$ cat src/rtl/bit_scan_encoder.sv
// Sequential multi-hot encoder: captures a WIDTH-bit vector and drains the index of
// every set bit, one beat per valid/ready handshake, lowest- or highest-first.
module bit_scan_encoder #(
    parameter int WIDTH     = 8,
    parameter bit MSB_FIRST = 1'b0,
    localparam int IDX_W    = $clog2(WIDTH)
) (
    input  logic             clk,
    input  logic             rst_n,
    input  logic             in_valid,
    output logic             in_ready,
    input  logic [WIDTH-1:0] in_vec,
    output logic             out_valid,
    input  logic             out_ready,
    output logic [IDX_W-1:0] out_idx,
    output logic             out_last,
    output logic             out_none,
    output logic [IDX_W:0]   out_count
);

    localparam int CNT_W = IDX_W + 1;

    typedef enum logic {IDLE = 1'b0, SCAN = 1'b1} state_t;

    state_t           state, state_n;
    logic [WIDTH-1:0] pend, pend_n;
    logic [CNT_W-1:0] cnt, cnt_n;
    logic [IDX_W-1:0] pick_idx;
    logic [WIDTH-1:0] pick_mask;

    function automatic logic [CNT_W-1:0] popcount(input logic [WIDTH-1:0] v);
        logic [CNT_W-1:0] c;
        c = '0;
        for (int i = 0; i < WIDTH; i++) c += CNT_W'(v[i]);
        return c;
    endfunction

    // Last match in loop order wins, so the scan direction sets the priority.
    always_comb begin
        pick_idx  = '0;
        pick_mask = '0;
        if (MSB_FIRST) begin
            for (int i = 0; i < WIDTH; i++)
                if (pend[i]) begin
                    pick_idx     = IDX_W'(i);
                    pick_mask    = '0;
                    pick_mask[i] = 1'b1;
                end
        end else begin
            for (int i = WIDTH - 1; i >= 0; i--)
                if (pend[i]) begin
                    pick_idx     = IDX_W'(i);
                    pick_mask    = '0;
                    pick_mask[i] = 1'b1;
                end
        end
    end

    // Outputs decode only registered state, so nothing from in_* reaches out_*.
    assign in_ready  = (state == IDLE);
    assign out_valid = (state == SCAN);
    assign out_idx   = out_valid ? pick_idx : '0;
    assign out_last  = out_valid && ((pend & (pend - WIDTH'(1))) == '0);
    assign out_none  = out_valid && (pend == '0);
    assign out_count = out_valid ? cnt : '0;

    always_comb begin
        state_n = state;
        pend_n  = pend;
        cnt_n   = cnt;
        case (state)
            IDLE: begin
                if (in_valid) begin
                    pend_n  = in_vec;
                    cnt_n   = popcount(in_vec);
                    state_n = SCAN;
                end
            end
            SCAN: begin
                if (out_ready) begin
                    pend_n = pend & ~pick_mask;
                    if (out_last) state_n = IDLE;
                end
            end
            default: state_n = IDLE;
        endcase
    end

    always_ff @(posedge clk or negedge rst_n) begin
        if (!rst_n) begin
            state <= IDLE;
            pend  <= '0;
            cnt   <= '0;
        end else begin
            state <= state_n;
            pend  <= pend_n;
            cnt   <= cnt_n;
        end
    end

endmodule

$ cat config.mk
export PLATFORM = sky130hd
export DESIGN_NAME = bit_scan_encoder
export DESIGN_NICKNAME = d
export VERILOG_FILES = /design/src/rtl/bit_scan_encoder.sv
export SDC_FILE = /design/constraint.sdc
export NUM_CORES = 1
export LEC_CHECK = 0
export CAP_MARGIN = 20
export CORE_UTILIZATION = 48
export DETAILED_ROUTE_END_ITERATION = 7
export PLACE_DENSITY = 0.88
export RECOVER_POWER = 25
export REMOVE_ABC_BUFFERS = 1
export SLEW_MARGIN = 20
export SYNTH_ARGS = -nofsm -noshare
export SYNTH_HDL_FRONTEND = slang
export SYNTH_SLANG_ARGS = --single-unit
$ cat constraint.sdc
create_clock -name clk -period 1.4 [get_ports clk]
set_input_delay 0.14 -clock clk [delete_from_list [all_inputs] [get_ports clk]]
set_output_delay 0.14 -clock clk [all_outputs]
set_load 0.02 [all_outputs]
[After elaboration in Yosys (flattened, before gate mapping)]
Cells that the tools add are included.
Storage, ports and cells
  register bits: 13
  bits of input ports: 12
  output and inout bits: 11
  logic and storage cells: 48
Cells by class
  add/sub/neg operators: 8
  equality and inequality tests: 2
  muxes and demuxes: 25
  bitwise logic cells: 4
  reductions and logical operators: 6
Operator list (number)
  $mux W8: 10
  $mux W3: 9
  $add A4 B1 Y4: 4
  $and A8 B8 Y8: 2
  $logic_not A8 Y1: 2
  $pmux W8 S2: 1
  $not A8 Y8: 1
  $sub A8 B1 Y8 const B: 1
  $add A3 B1 Y4: 1
  $mux W4: 1
  $ne A2 B2 Y1 const B: 2
  $reduce_and A2 Y1: 2
  $add A2 B1 Y3: 1
  $mux W1: 3
  $add A1 B1 Y2: 1
  $logic_and A1 B1 Y1: 2
  $pmux W1 S2: 1
  $not A1 Y1: 1

[Longest topological paths before layout]
  depth after elaboration: 12
  depth in mapped cells: 10

[Worst setup path before layout]
OpenSTA, ideal clock, no wires.
  kind: input -> register
  start: in in_vec[0]
  end: reg cnt[2]
  library setup time: 0.083 ns
  arrival: 2.472 ns
  slack: -1.155 ns
  stages on the path: 10
  path buffers: 0
  cells stage by stage: fa_1 inv_1 fa_1 fa_1 inv_1 ha_1 inv_1 fa_1 xor2_1 o21ai_0
On the way
  longest elaborated chain between the ends: 7
Ends and longest elaborated chain
  from (decl): line 12  | input logic [WIDTH-1:0] in_vec,
  $add A1 B1 Y2: line 34  | for (int i = 0; i < WIDTH; i++) c += CNT_W'(v[i]);
  $add A2 B1 Y3: line 34
  $add A3 B1 Y4: line 34
  $add A4 B1 Y4 (4 in a row): line 34
  to (signal assigned): line 97  | cnt <= cnt_n;
  to (decl): line 27  | logic [CNT_W-1:0] cnt, cnt_n;
No other way between the ends.
A chain may end at the register's enable or synchronous reset.

[Final worst setup path]
Same ends and word-level chain as after synthesis.

==> reports/results.ini <==
[final_layout]
final_cell_mix=buf_4, inv_1, nand2_1, buf_6, dfrtp_1
fin_util=0.839
final_nets=174
drive_gt1_frac=0.422
fin_area_um2=1500
finalNonFillerCells=179
area_delta_synth_final_pct=59.0
nFillCells=101
layout_commonest_cell=buf_4
n_antenna_cell=0

[detailed_routing]
vias=1003
drtIter0Drc=24
routedWlPerCell_um=17.2
dr.pass1.iters=8
drtAntennaViolNets=0
vias_per_cell=5.60
routed_wl_um=3080
drc=0

[die]
die_area_um2=2140
start_util=0.528
die_w_um=46.3
die_h_um=46.3
io_pins=23
core_area_um2=1780
fp-row-count=15

[run]
maxCapViolCount=0

[status]
violations=setup timing
outcome=complete, but fails checks

[grt]
grt_usage=0.302
antenna_found_initial=0
grt-ovfl-total=0
grt_pass1_vias=965
grt_pass1_wl_um=4370
grt_start_max_net_pins=14

[logic_synthesis]
synth_compound_area_frac=0.184
ys_warn_count=0
async_flop_share=1.00
synth_xor_xnor_area_share=0.00931
netlist_area_um2=941
synthMuxAreaShare=0.0864
syn_inst=108
synth_fa_ha_area_frac=0.125
synth-seq-area-share=0.346
synthSimpleGateAreaFrac=0.168
synth_top_family_by_area=compound AO/OA/AOI/OAI gates
synth-seq-cells=13
synth-edff-count=0
ys_types=27
synth_flop_cell=dfrtp_1
avgSynthCellArea_um2=8.71

[placement]
dp.cells=166
numPortBuffers=22
gp_congestion=0.883
dpl_cell_area_um2=1290
dp.final_hpwl_um=1740

[critical_path]
path_max_fanout=2
worstPathArrival_ns=2.64
crit_path_end_kind=flip-flop
worstSetupPathType=in2reg
r2r_setup_slack_ns=-0.14
cp.required_ns=1.60
cp-start-kind=input port

[power_and_ir_drop]
power.density_nw_per_um2=2340
vdd_drop_max_v=0.00147
p_sw_w=0.00159
p_seq_frac=0.210
leakage_nw=0.725
power.internal_w=0.00191
p_sw_frac=0.454
clkPwrFrac=0.071
pwr-share-comb=0.719

[timing]
hold_viol_final=0
setup_viol=13
fin_skew_ns=0.0147
timing.final.crit_period_ns=2.44
final.setup.tns_ns=-5.54
finalCritPeriodShare=1.74
slew_headroom=0.496
fmax_mhz=410
worstMarginPinSlew_ns=0.757
slew_viol_final=0
rsz0062_at_grt=true
fin_ws_ns=-1.04

[clock_tree]
path_clk_slew_ns=0.10
cts_sinks=13
clock_latency_ns=0.29
cts_root_buf=clkbuf_4
cts_tree=done
cts_made_buffers=3
clockBufferDepth=2
cts_htree_levels=1

[worst_hold_path]
hold_class=in2reg

==> area by class of cell <==
cell class                      instances  area (um^2)  area share
Clock buffer                            4         26.3      0.0176
Sequential cell                        13          329       0.220
Inverter                               14         52.6      0.0351
Timing Repair Buffer                   48          424       0.283
Tap cell                               25         31.3      0.0209
Multi-Input combinational cell         75          633       0.423
==> worst paths after layout <==
path | from | endpoint | depth (start not counted)
min | in_vec[3] | pend[3] | 3
min in group asynchronous | rst_n | pend[6] | 2
min reg2reg | cnt[3] | cnt[3] | 2
max | in_vec[0] | cnt[2] | 11
max in group asynchronous | rst_n | pend[5] | 2
max reg2reg | pend[3] | pend[6] | 6
==> worst max-delay path: stages <==
cell and delay [ns]:
buf_6 0.10, fa_1 0.54, inv_1 0.06, fa_1 0.50, fa_1 0.44, inv_2 0.08, ha_4 0.13, inv_2 0.04
fa_2 0.33, xor2_1 0.15, o21ai_1 0.13
==> per-layer routing <==
layer	vias to the layer above	routed length, um	global-route usage
met2	42	1660	0.510
met1	500	1200	0.360
met5	-	0	0
met3	8	143	0.0471
li1	453	-	-
met4	0	78	0.176
==> logic make-up (layout without fill, tap and decap cells) <==
logic type                 after synthesis  count (layout)
buffers and inverters                   20              66
muxes                                    8               8
and+or+nand+nor                         31              31
adders and majority gates                7               7
DFF                                     13              13
xor gates and xnor gates                 1               1
AOI/OAI and AO/OA                       28              28
==> through the flow <==
| stage | worst slack, ns | power, W | hold WS [ns] |
|---|---|---|---|
| after floorplan | -1.16 | 0.00174 | -0.156 |
| after global placement | -1.70 | 0.00258 | 0.461 |
| after detailed placement | -1.79 | 0.00264 | 0.469 |
| after CTS | -1.13 | 0.00321 | 0.169 |
| after global routing | -1.08 | 0.00369 | 0.183 |
| final | -1.04 | 0.00350 | 0.167 |
==> power by group through the flow <==
stage	logic (W)	registers (W)	clock network, W
5_1_grt	0.00269	0.000743	0.000261
4_1_cts	0.00226	0.000704	0.000243
3_3_place_gp	0.00188	0.000696	0
6_report	0.00251	0.000736	0.000248
3_5_place_dp	0.00193	0.000710	0
2_1_floorplan	0.000968	0.000772	0
==> sequential cells by signal (all words and copies together), names as in the netlist <==
name / flops
pend: 8
cnt: 4
out_valid: 1
==> synth_stat cells, types with 2 or more instances <==
cell type / instances / area (um^2)
fa_1: 4 / 80.1
clkbuf_1: 4 / 15.0
ha_1: 3 / 37.5
o21ai_0: 10 / 50.1
and2_1: 4 / 25.0
buf_2: 2 / 10.0
o211ai_1: 5 / 37.5
nor2_1: 6 / 22.5
a21oi_1: 5 / 25.0
nor3_1: 2 / 10.0
nand2_1: 12 / 45.0
a211oi_1: 2 / 15.0
mux2i_1: 7 / 70.1
inv_1: 14 / 52.6
dfrtp_1: 13 / 325
o22ai_1: 2 / 12.5
nand3_1: 3 / 15.0
==> what timing repair did <==
item | in CTS | in global routing
gates resized for setup | 84 | 24
setup buffers | 10 | 0
hold buffers | 0 | 0
pin swaps | 14 | 13
endpoints found under the setup margin | 15 | 20
(Power assumes the default switching activity.)
